==> config.mk <==
export PLATFORM = sky130hd
export DESIGN_NAME = fifo_rd_fwft
export DESIGN_NICKNAME = d
export VERILOG_FILES = /design/src/rtl/fifo_rd_fwft.sv
export SDC_FILE = /design/constraint.sdc
export NUM_CORES = 1
export LEC_CHECK = 0
export CORE_MARGIN = 4
export CORE_UTILIZATION = 42
export DETAILED_ROUTE_END_ITERATION = 16
export PLACE_DENSITY = 0.75
export SYNTH_ARGS = -nofsm -noshare
export SYNTH_HDL_FRONTEND = slang
export SYNTH_SLANG_ARGS = --single-unit
==> constraint.sdc <==
create_clock -name i_rd_clk -period 2.1 [get_ports i_rd_clk]
set_input_delay 0.42 -clock i_rd_clk [delete_from_list [all_inputs] [get_ports i_rd_clk]]
set_output_delay 0.42 -clock i_rd_clk [all_outputs]
set_load 0.05 [all_outputs]
==> src/rtl/fifo_rd_fwft.sv <==
// First-word-fall-through output stage for the read side of the async FIFO.
// Pops words from the FIFO memory and presents them through a 2-entry head/skid buffer.
module fifo_rd_fwft #(
    parameter int DATA_WIDTH = 8
) (
    input  logic                  i_rd_clk,
    input  logic                  i_rd_rst,
    input  logic                  i_empty,
    output logic                  o_rd_en,
    input  logic [DATA_WIDTH-1:0] i_mem_data,
    output logic [DATA_WIDTH-1:0] o_data,
    output logic                  o_valid,
    input  logic                  i_ready,
    output logic [1:0]            o_count
);

    typedef enum logic [1:0] {
        BUF_EMPTY = 2'd0,
        BUF_ONE   = 2'd1,
        BUF_TWO   = 2'd2
    } buf_state_e;

    buf_state_e            state_q, state_d;
    logic [DATA_WIDTH-1:0] head_q, head_d;
    logic [DATA_WIDTH-1:0] skid_q, skid_d;
    logic                  inflight_q, inflight_d;
    logic                  pop;
    logic                  rd_en;
    logic [2:0]            occupancy;

    assign pop = (state_q != BUF_EMPTY) && i_ready;

    // Words that will be held after this edge, counting the one still in flight from memory.
    assign occupancy = {1'b0, state_q} + {2'b00, inflight_q} - {2'b00, pop};
    assign rd_en     = !i_empty && (occupancy < 3'd2);

    always_comb begin
        // NOTE: every signal gets a default first so no path through the case infers a latch.
        state_d    = state_q;
        head_d     = head_q;
        skid_d     = skid_q;
        inflight_d = rd_en;
        unique case (state_q)
            BUF_EMPTY: begin
                if (inflight_q) begin
                    head_d  = i_mem_data;
                    state_d = BUF_ONE;
                end
            end
            BUF_ONE: begin
                if (pop && inflight_q) begin
                    head_d = i_mem_data;
                end else if (pop) begin
                    state_d = BUF_EMPTY;
                end else if (inflight_q) begin
                    skid_d  = i_mem_data;
                    state_d = BUF_TWO;
                end
            end
            BUF_TWO: begin
                // An arrival is impossible here: rd_en stays low while the buffer is full.
                if (pop) begin
                    head_d  = skid_q;
                    state_d = BUF_ONE;
                end
            end
            default: state_d = BUF_EMPTY;
        endcase
    end

    // NOTE: state registers use non-blocking assignments so every flop samples pre-edge values.
    always_ff @(posedge i_rd_clk or negedge i_rd_rst) begin
        if (!i_rd_rst) begin
            state_q    <= BUF_EMPTY;
            head_q     <= '0;
            skid_q     <= '0;
            inflight_q <= 1'b0;
        end else begin
            state_q    <= state_d;
            head_q     <= head_d;
            skid_q     <= skid_d;
            inflight_q <= inflight_d;
        end
    end

    assign o_rd_en = rd_en;
    assign o_data  = head_q;
    assign o_valid = (state_q != BUF_EMPTY);
    assign o_count = state_q;

endmodule

# After elaboration in Yosys (flattened, before gate mapping)
# Index checks and enable logic that the tools add are counted.
[op_classes]
addsub = 2
magnitude_cmp = 1
n_eq_ne = 7
n_mux = 10
bitwise = 2
n_reduce_logical = 10
[op_table]
columns = ["cell", "n"]
rows = [
  ["two-way mux 8 bit", 3],
  ["one-hot mux 8 bit (3 select lines)", 1],
  ["AND reduction 4 bit", 3],
  ["two-way mux 2 bit", 5],
  ["!= test 2 bit (second input constant)", 4],
  ["one-hot mux 2 bit (3 select lines)", 1],
  ["adder 2 x 1 -> 3 bit", 1],
  ["logical AND 1 bit", 3],
  ["less-than comparator 3 x 2 -> 1 bit (second input constant)", 1],
  ["!= test 3 bit (second input constant)", 1],
  ["nonzero test 3 bit", 1],
  ["subtractor 3 x 1 -> 3 bit", 1],
  ["== test 2 x 1 -> 1 bit (second input constant)", 1],
  ["== test 2 bit (second input constant)", 1],
  ["zero test 2 bit", 1],
  ["NOT 1 bit", 2],
  ["nonzero test 2 bit", 1],
  ["zero test 1 bit", 1],
]
[word_totals]
ff_bits = 19
inputBits = 12
out_inout_bits = 12

# Depth between registers and ports, before layout
# Gate-level depths: netlist (run 1).
[logic_depth]
word_depth = 5
ltp_mapped = 8
mapped_depth_nobuf = 7

# Worst setup path before layout (run 1)
# No wires, ideal clock.
[synth_path]
path_type = "flip-flop to output port"
start = "reg state_q[1], in the netlist o_count[1]"
end = "out o_rd_en"
arrival_ps = 3326
slack_ps = -1646
stages_incl_launch_ff = 9
path_buffers = 1
path_cell_list = "dfrtp_1 buf_6 or2_2 nand2_1 ha_1 nand2_1 fa_1 xor2_1 nor3b_1"
[synth_between]
elab_chain_cells = 5
[synth_lines]
columns = ["item", "line", "source"]
rows = [
  ["start, declared", "23", "buf_state_e state_q, state_d;"],
  ["start signal, assigned", "79", "state_q <= state_d;"],
  ["nonzero test 2 bit", "-", ""],
  ["via o_valid", "12", "output logic o_valid,"],
  ["logical AND 1 bit", "31", "assign pop = (state_q != BUF_EMPTY) && i_ready;"],
  ["subtractor 3 x 1 -> 3 bit", "34", "assign occupancy = {1'b0, state_q} + {2'b00, inflight_q} - {2'b00, pop};"],
  ["less-than comparator 3 x 2 -> 1 bit", "35", "assign rd_en = !i_empty && (occupancy < 3'd2);"],
  ["logical AND 1 bit", "35", ""],
  ["end, declared", "9", "output logic o_rd_en,"],
]
# The timed path passes the listed nets, and every way through them passes these cells.

# Worst setup path after layout (run 1)
[layout_path]
start = "reg state_q[1], in the netlist o_count[1]"
end = "out o_rd_en"
[layout_between]
elab_chain_cells = 5
[layout_lines]
columns = ["item", "line"]
rows = [
  ["parallel branches: the longest is 2 deep, another holds adder 2 x 1 -> 3 bit", "-"],
  ["subtractor 3 x 1 -> 3 bit (*)", "34"],
  ["less-than comparator 3 x 2 -> 1 bit (*)", "35"],
  ["logical AND 1 bit (*)", "35"],
]
# Every way passes the cells marked *.

==> results.md, run 1 <==
* Outcome: finished with violations
* Failing checks: setup timing
* Starting Density at 45.85%
* IO Pins at 24
* RSZ-0062 raised after global routing: yes
* Tightest Pin Transition at 0.5016 ns
* GRT Total Usage at 14.38%
* Synth Warn # at 0
* Vias per cell at 4.846
* Nets at 118
* Drt first pass iters at 2
* Min cycle time layout at 2.562 ns
* Fraction of synthesized cell area in xor and xnor cells at 0.9447%
* Synthesized area at 927.1 um2
* ANT nets after route at 0
* # rows at 16
* Post-Synth Simple-Gate Area at 9.717%
* Global-route wire length before repair at 3015 um
* Yosys cell types at 20
* Clock root buffer: clkbuf_4
* Period utilization at 122.0%
* Worst-Skew Late Latency at 0.29 ns
* Maxcap violations at 0
* Largest net degree at the start of global routing at 20
* Highest net fanout along the worst path at 2
* Die X-Extent at 54.99 um
* Most frequent cells in the layout: 24 x mux2_2, 18 x clkdlybuf4s50_1, 17 x dfrtp_1
* Residual DRC at 0
* Synth Area in Compound Gates at 3.239%
* Clock Sinks at 19
* CP required at 1.68 ns
* Final Wtd Congestion at 0.7478
* # H-tree levels at 1
* WL final at 1805 um
* Crit start category: register
* Gr ovfl total at 0
* Dpl hpwl at 1414 um
* CTS buffer count at 3
* Total power at 2.259 mW
* CP Class: register to primary output
* IO buf count at 23
* Hold Violations, Final at 0
* Peak supply drop at 0.9425 mV
* Syn nets at 80
* Fin. max-slew vios at 0
* Hold Crit Class: input port to async pin
* Main combinational cell family by area after synthesis: multiplexers
* Worst-path clk slew at 0.10 ns
* Number of global-route vias before repair at 699
* Finished Core Util at 66.27%
* Post-synthesis instance total at 66
* Seq/Total Area, Yosys at 51.28%
* Layout Skew at 0.005297 ns
* First DRT Iteration DRCs at 1
* Syn Area/Cell at 14.05 um2
* Power per cell area at 1686 nW/um2
* Slew HR at 66.46%
* Via count of the routed design at 630
* Setup WS post-layout at -0.4622 ns
* Share of layout cells above drive strength 1 at 49.51%
* DR WL/cell at 13.88 um
* Most common cell after layout, fill and taps aside: mux2_2
* # diodes at 0
* Final Setup Violations at 1
* CP Capture Type: primary output
* Core Box Area at 2022 um2
* Maximum operating frequency at 390.3 MHz
* Fillers at 168
* Static Leak at 0.5778 nW
* Die area at 3023 um2
* Die height at 54.99 um
* TritonCTS clock tree: done
* Initial antenna violation count at 0
* Area delta synth->final at 44.53%
* Bufs on Longest Clock Path at 2
* CP Data Arrival Time at 2.14 ns
* Mux contribution to synthesized area at 29.15%
* #FFs+latches synth at 19
* Post-synthesis adder-cell area fraction at 3.509%
==> cells in the mapped netlist (all sizes together) <==
cell type   n  area share, %
nor2b       2            1.3
nand2b      1           0.68
inv         1           0.40
buf         2            1.8
fa          1            2.2
a21boi      1           0.81
nor3b       2            1.6
a22oi       1           0.81
nor4b       1            2.6
ha          1            1.3
mux2       24             29
dfrtp      19             51
xor2        1           0.94
o21ai       1           0.94
or2         1           0.68
o22ai       1           0.68
nand3b      1           0.81
nand2       2           0.81
nor2        3            1.2
==> path summary, 6_finish.rpt <==
| kind | slack, ns | cells past startpoint | startpoint | to |
|---|---|---|---|---|
| max | -0.46 | 7 | o_count[1] | o_rd_en |
| min | 0.45 | 2 | i_rd_rst | o_data[6] |
| max reg2reg | 0.32 | 6 | o_count[1] | inflight_q |
| min reg2reg | 0.51 | 1 | skid_q[7] | skid_q[7] |
| max in group asynchronous | 1.43 | 2 | i_rd_rst | o_count[0] |
| min in group i_rd_clk | 0.51 | 1 | skid_q[7] | skid_q[7] |
==> state kept, by name, summed over array words and instances, names as in the netlist <==
name / cells
o_count: 2
o_data: 8
inflight_q: 1
skid_q: 8
==> final cells by class <==
type	instances	area (um2)	share of cell area [%]
flip-flops and latches	19	478.0	35.67
multi-input cells	44	470.5	35.11
repair buffers	35	327.8	24.46
well taps	27	33.78	2.521
clock buffers	4	26.28	1.961
inverters	1	3.754	0.2801
==> cells by family after synthesis <==
kind of cell,Yosys count
mux,24
flops,19
simple gates,13
compound gates,4
buf+inv,3
fa+ha+maj,2
xor+xnor,1
==> where the power goes <==
group / switching (mW) / internal (mW)
sequential: 0.0868 / 0.550
combinational: 0.784 / 0.662
clock: 0.102 / 0.0738
total: 0.973 / 1.29
==> worst max-delay path, stage by stage (launching register included) <==
cell and delay [ns]:
dfrtp_2 0.42, or2_4 0.27, nand2_4 0.07, ha_4 0.12
nand2_2 0.05, fa_2 0.52, nor3b_4 0.24, buf_12 0.17
==> what timing repair did <==
item,4_1_cts,5_1_grt
pin swaps,3,0
hold buffers,0,0
resized for setup,5,1
buffers inserted,0,0
endpoints found under the setup margin,1,2
==> routing by layer <==
metal | track usage (%) | vias to the layer above | part of all wire [%]
met4 | 3.644 | 0 | 0.44
met2 | 25.79 | 14 | 54
met5 | 0 | - | 0
met3 | 5.362 | 2 | 5.4
li1 | - | 310 | -
met1 | 15.93 | 304 | 40
==> metrics by stage <==
step	cell area, um2	cells	setup slack (ns)	hold WS, ns	TNS [ns]
after floorplan	948.4	66	-0.6846	0.1244	-1.129
after global placement	1294	126	-0.5430	0.4830	-0.6005
after detailed placement	1294	126	-0.5911	0.4938	-0.6964
after CTS	1338	130	-0.4891	0.4517	-0.4891
after global routing	1340	130	-0.5551	0.4521	-0.5551
final	1340	130	-0.4622	0.4516	-0.4622
(Power assumes the default switching activity.)
==> run 2: changes to the inputs <==
--- a/config.mk
+++ b/config.mk
@@ -6,9 +6,11 @@
 export NUM_CORES = 1
 export LEC_CHECK = 0
 export CORE_MARGIN = 4
-export CORE_UTILIZATION = 42
+export CORE_UTILIZATION = 35
 export DETAILED_ROUTE_END_ITERATION = 16
-export PLACE_DENSITY = 0.75
+export GPL_TIMING_DRIVEN = 0
+export PLACE_DENSITY = 0.65
+export SLEW_MARGIN = 40
 export SYNTH_ARGS = -nofsm -noshare
 export SYNTH_HDL_FRONTEND = slang
 export SYNTH_SLANG_ARGS = --single-unit
==> run 2 against run 1 <==
- the run still ends with setup timing left
- sequential power up 2%
- clock power barely moved
- global-route usage is 3.5 points lower
- flip-flop and latch count unchanged
- setup slack got worse by 0.069 ns
- critical path type unchanged
- critical endpoint unchanged
- largest power group unchanged
==> results.md, run 2 (synthesis results as in run 1) <==
* Outcome: finished with violations
* Failing checks: setup timing
* CP bufs+invs at 2
* Starting Density at 37.09%
* Slew HR at 59.33%
* Setup_tns at -0.5314 ns
* CP Class: register to primary output
* First DRT Iteration DRCs at 5
* Internal at 1.265 mW
* Gr ovfl total at 0
* Layout Skew at 0.005277 ns
* Core Box Area at 2500 um2
* Vias per cell at 4.977
* CP Capture Type: primary output
* Maximum operating frequency at 380.0 MHz
* Logic pwr share at 62.9%
* Drt first pass iters at 3
* Nets at 114
* Residual DRC at 0
* Hold-fix buffer count after cts at 0
* Die area at 3537 um2
* Most common cell after layout, fill and taps aside: mux2_2
* CTS buffer count at 3
* Static Leak at 0.5429 nW
* Highest net fanout along the worst path at 2
* WL final at 1744 um
* Global-route wire length before repair at 2918 um
* # diodes at 0
* Area delta synth->final at 40.35%
* Min cycle time layout at 2.631 ns
* Worst path cell trace: buf_6, or2_4, nand2_4, ha_4, nand2_2, fa_2, nor3b_4, buf_6
* IO buf count at 23
* Maxcap violations at 0
* Final Wtd Congestion at 0.7135
* Share of layout cells above drive strength 1 at 47.47%
* Period utilization at 125.3%
* Crit path top cell by count: buf_6
* Bufs on Longest Clock Path at 2
* Critical-path top delay cell: fa_2
* TritonCTS clock tree: done
* Fillers at 234
* Power per cell area at 1713 nW/um2
* Die X-Extent at 59.47 um
* Worst-Skew Late Latency at 0.29 ns
* Hold Crit Class: input port to async pin
* CP required at 1.68 ns
* ANT nets after route at 0
* Sw Share at 43.24%
* Crit-path leading delay family: adder cells
* P_sw at 0.9636 mW
* Most frequent cells in the layout: 24 x mux2_2, 19 x clkdlybuf4s50_1, 17 x dfrtp_1
* Clock root buffer: clkbuf_4
* Setup WS post-layout at -0.5314 ns
* Number of global-route vias before repair at 694
* Crit start category: register
* Via count of the routed design at 642
* Worst-path clk slew at 0.10 ns
* RSZ-0062 raised after global routing: yes
* Die height at 59.47 um
* Total power at 2.228 mW
* Clk network pwr share at 8.0%
* Clock Sinks at 19
* GRT Total Usage at 10.88%
* Share of power burned in registers at 29.0%
* Initial antenna violation count at 0
* Fin. max-slew vios at 0
* # rows at 18
* Peak supply drop at 1.117 mV
* DR WL/cell at 13.52 um
* CP max stage delay at 0.51 ns
* # H-tree levels at 1
* Tightest Pin Transition at 0.6074 ns
* CP Data Arrival Time at 2.21 ns
* Largest net degree at the start of global routing at 20
* Dpl hpwl at 1244 um
* IO Pins at 24
* Hold Violations, Final at 0
* Final Setup Violations at 1
==> run 2: power groups by stage <==
stage	Combinational, mW	Clock (mW)	Sequential (mW)
after floorplan	0.598	0	0.985
after global placement	1.27	0	0.658
after detailed placement	1.29	0	0.669
after CTS	1.33	0.189	0.657
after global routing	1.49	0.199	0.675
final	1.40	0.179	0.647
==> run 2: layout make-up <==
cell class	count	area (um2)	area share [%]
Timing Repair Buffer	29	269.0	20.67
Tap cell	30	37.54	2.885
Multi-Input combinational cell	44	470.5	36.15
Inverter	1	3.754	0.2885
Buffer	2	16.27	1.250
Clock buffer	4	26.28	2.019
Sequential cell	19	478.0	36.73
==> run 2: through the flow <==
step                hold WS (ns)  cells  instance area (um2)  utilization [%]  worst slack [ns]
finish                   0.04486    129                 1301            52.05           -0.5314
global placement          0.4834    119                 1216            48.65            -1.386
floorplan                 0.1244     66                948.4                -           -0.6846
global route             0.06593    129                 1301            52.05           -0.5995
CTS                      0.05146    126                 1259            50.35           -0.5582
detailed placement        0.3813    119                 1211            48.45            -1.410
==> run 2: path summary, 6_finish.rpt <==
check	cells past startpoint	start	to	slack, ns
max	8	o_count[1]	o_rd_en	-0.53
min	1	i_rd_rst	o_data[5]	0.04
max reg2reg	9	o_count[1]	inflight_q	0.06
min reg2reg	1	skid_q[0]	skid_q[0]	0.51
max in group asynchronous	1	i_rd_rst	o_count[0]	1.73
min in group i_rd_clk	1	skid_q[0]	skid_q[0]	0.51
==> run 2: repair_timing <==
action                                  CTS  global route
gates resized for setup                   9             3
pin swaps                                 1             0
buffers inserted                          3             3
endpoints found under the setup margin    2             1
==> run 2: metal layers <==
layer	global-route usage (%)	up-vias	share of wire, %
met5	0	-	0
met4	4.854	0	1.3
met3	2.832	2	8.0
met2	18.10	21	47
met1	13.08	319	43
li1	-	300	-
==> run 2: worst reg2reg max path, cell delays in order (launching register included) <==
cell and delay [ns]:
dfrtp_2 0.42, buf_6 0.11, or2_4 0.23, nand2_4 0.08
ha_4 0.19, nand2_2 0.07, fa_2 0.42, nor3b_4 0.16
buf_4 0.13, buf_4 0.12
==> run 3: changes to the inputs <==
--- a/config.mk
+++ b/config.mk
@@ -6,10 +6,11 @@
 export NUM_CORES = 1
 export LEC_CHECK = 0
 export CORE_MARGIN = 4
-export CORE_UTILIZATION = 35
+export CORE_UTILIZATION = 42
 export DETAILED_ROUTE_END_ITERATION = 16
+export GPL_ROUTABILITY_DRIVEN = 1
 export GPL_TIMING_DRIVEN = 0
-export PLACE_DENSITY = 0.65
+export PLACE_DENSITY = 0.75
 export SLEW_MARGIN = 40
 export SYNTH_ARGS = -nofsm -noshare
 export SYNTH_HDL_FRONTEND = slang
==> run 3 against run 2 <==
- the run still ends with setup timing left
- final cell count down 4.7%
- cell area down 3.3%
- flip-flop and latch count unchanged
- critical endpoint unchanged
==> results.md, run 3 (synthesis results as in run 1) <==
* Outcome: finished with violations
* Failing checks: setup timing
* Fillers at 169
* First DRT Iteration DRCs at 2
* Final Setup Violations at 1
* Hold Crit Class: input port to async pin
* Gr ovfl total at 0
* Most common cell after layout, fill and taps aside: mux2_2
* Tightest Pin Transition at 0.5876 ns
* Starting Density at 45.85%
* # H-tree levels at 1
* Hold Violations, Final at 0
* ANT nets after route at 0
* RSZ-0062 raised after global routing: yes
* Hold-fix buffer count after cts at 0
* CP max stage delay at 0.52 ns
* # rows at 16
* Crit start category: register
* Slew HR at 60.66%
* Peak supply drop at 0.9397 mV
* WL final at 1659 um
* Worst-Skew Late Latency at 0.29 ns
* FF-to-FF path depth at 7
* Via count of the routed design at 605
* Most frequent cells in the layout: 24 x mux2_2, 18 x clkdlybuf4s50_1, 17 x dfrtp_1
* Final Non-Filler Cells at 123
* CP Capture Type: primary output
* Static Leak at 0.5350 nW
* TritonCTS clock tree: done
* IO buf count at 23
* Critical-path top delay cell: fa_2
* Bufs on Longest Clock Path at 2
* CTS buffer count at 3
* CP Data Arrival Time at 2.21 ns
* Nets at 111
* GRT Total Usage at 12.58%
* Highest net fanout along the worst path at 2
* Setup WS post-layout at -0.5310 ns
* DR WL/cell at 13.49 um
* Die height at 54.99 um
* Die area at 3023 um2
* Number of global-route vias before repair at 623
* Share of layout cells above drive strength 1 at 44.79%
* Period utilization at 125.3%
* Crit path top cell by count: buf_6
* Layout Skew at 0.008557 ns
* Power per cell area at 1697 nW/um2
* Global-route wire length before repair at 2663 um
* Dpl hpwl at 1212 um
* Maxcap violations at 0
* Vias per cell at 4.919
* Largest net degree at the start of global routing at 20
* CP required at 1.68 ns
* Finished Core Util at 62.25%
* Clock Sinks at 19
* Clock root buffer: clkbuf_4
* Min cycle time layout at 2.631 ns
* Residual DRC at 0
* Area delta synth->final at 35.76%
* Die X-Extent at 54.99 um
* Drt first pass iters at 4
* IO Pins at 24
* Core Box Area at 2022 um2
* Placed cells at 116
* # diodes at 0
* CP Class: register to primary output
* Initial antenna violation count at 0
* Final Wtd Congestion at 0.7218
* Fin. max-slew vios at 0
* Worst path cell trace: buf_6, or2_4, nand2_2, ha_1, nand2_1, fa_2, nor3b_4, buf_6
* Worst hold margin at 0.04019 ns
* Worst-path clk slew at 0.11 ns
* Maximum operating frequency at 380.1 MHz
## run 3: cell type report
class                      count  area [um2]  area share [%]
buffer                         2       16.27           1.292
clock buffer                   3       22.52           1.789
clock inverter                 1       5.005          0.3976
inverter                       1       3.754          0.2982
multi-input combinational     44       450.4           35.79
sequential                    19       478.0           37.97
tap                           27       33.78           2.684
timing repair buffer          26       249.0           19.78
## run 3: layer usage
metal	GRT usage (%)	vias up	share of wire (%)
met4	6.073	0	0.54
met2	21.46	12	51
met5	0	-	0
li1	-	294	-
met3	2.413	2	4.3
met1	15.11	297	44
## run 3: power breakdown
part           total, mW  internal [mW]  switching, mW
Combinational       1.32          0.580          0.742
Sequential         0.638          0.550         0.0883
Clock              0.177         0.0708          0.106
## run 3: metrics by stage
stage | power [mW] | setup slack (ns) | cell area (um2) | TNS, ns
2_1_floorplan | 1.583 | -0.6846 | 948.4 | -1.129
3_3_place_gp | 1.921 | -1.386 | 1212 | -2.025
3_5_place_dp | 1.953 | -1.399 | 1212 | -2.442
4_1_cts | 2.161 | -0.5481 | 1261 | -0.5481
5_1_grt | 2.267 | -0.6432 | 1259 | -0.6432
6_report | 2.137 | -0.5310 | 1259 | -0.5310
## run 3: worst paths after layout
kind                            startpoint         end  slack, ns
max in group asynchronous         i_rd_rst  o_count[1]       1.74
worst min-delay path              i_rd_rst   skid_q[1]       0.04
min in group i_rd_clk            o_data[2]   o_data[2]       0.52
worst max-delay path            o_count[1]     o_rd_en      -0.53
worst min register to register   o_data[2]   o_data[2]       0.52
worst max register to register  o_count[1]  inflight_q       0.26
## run 3: repair_timing
action	4_1_cts	5_1_grt
pin swaps	1	0
endpoints found under the hold margin	0	0
resized for setup	9	1
buffers inserted	3	0
setup endpoints to repair	2	2
## run 3: critical path, delay by kind of cell, from the launching register on
kind          cells  cell delay, ns
flops             1            0.42
buf+inv           2            0.29
simple gates      4            0.56
fa+ha+maj         2            0.64
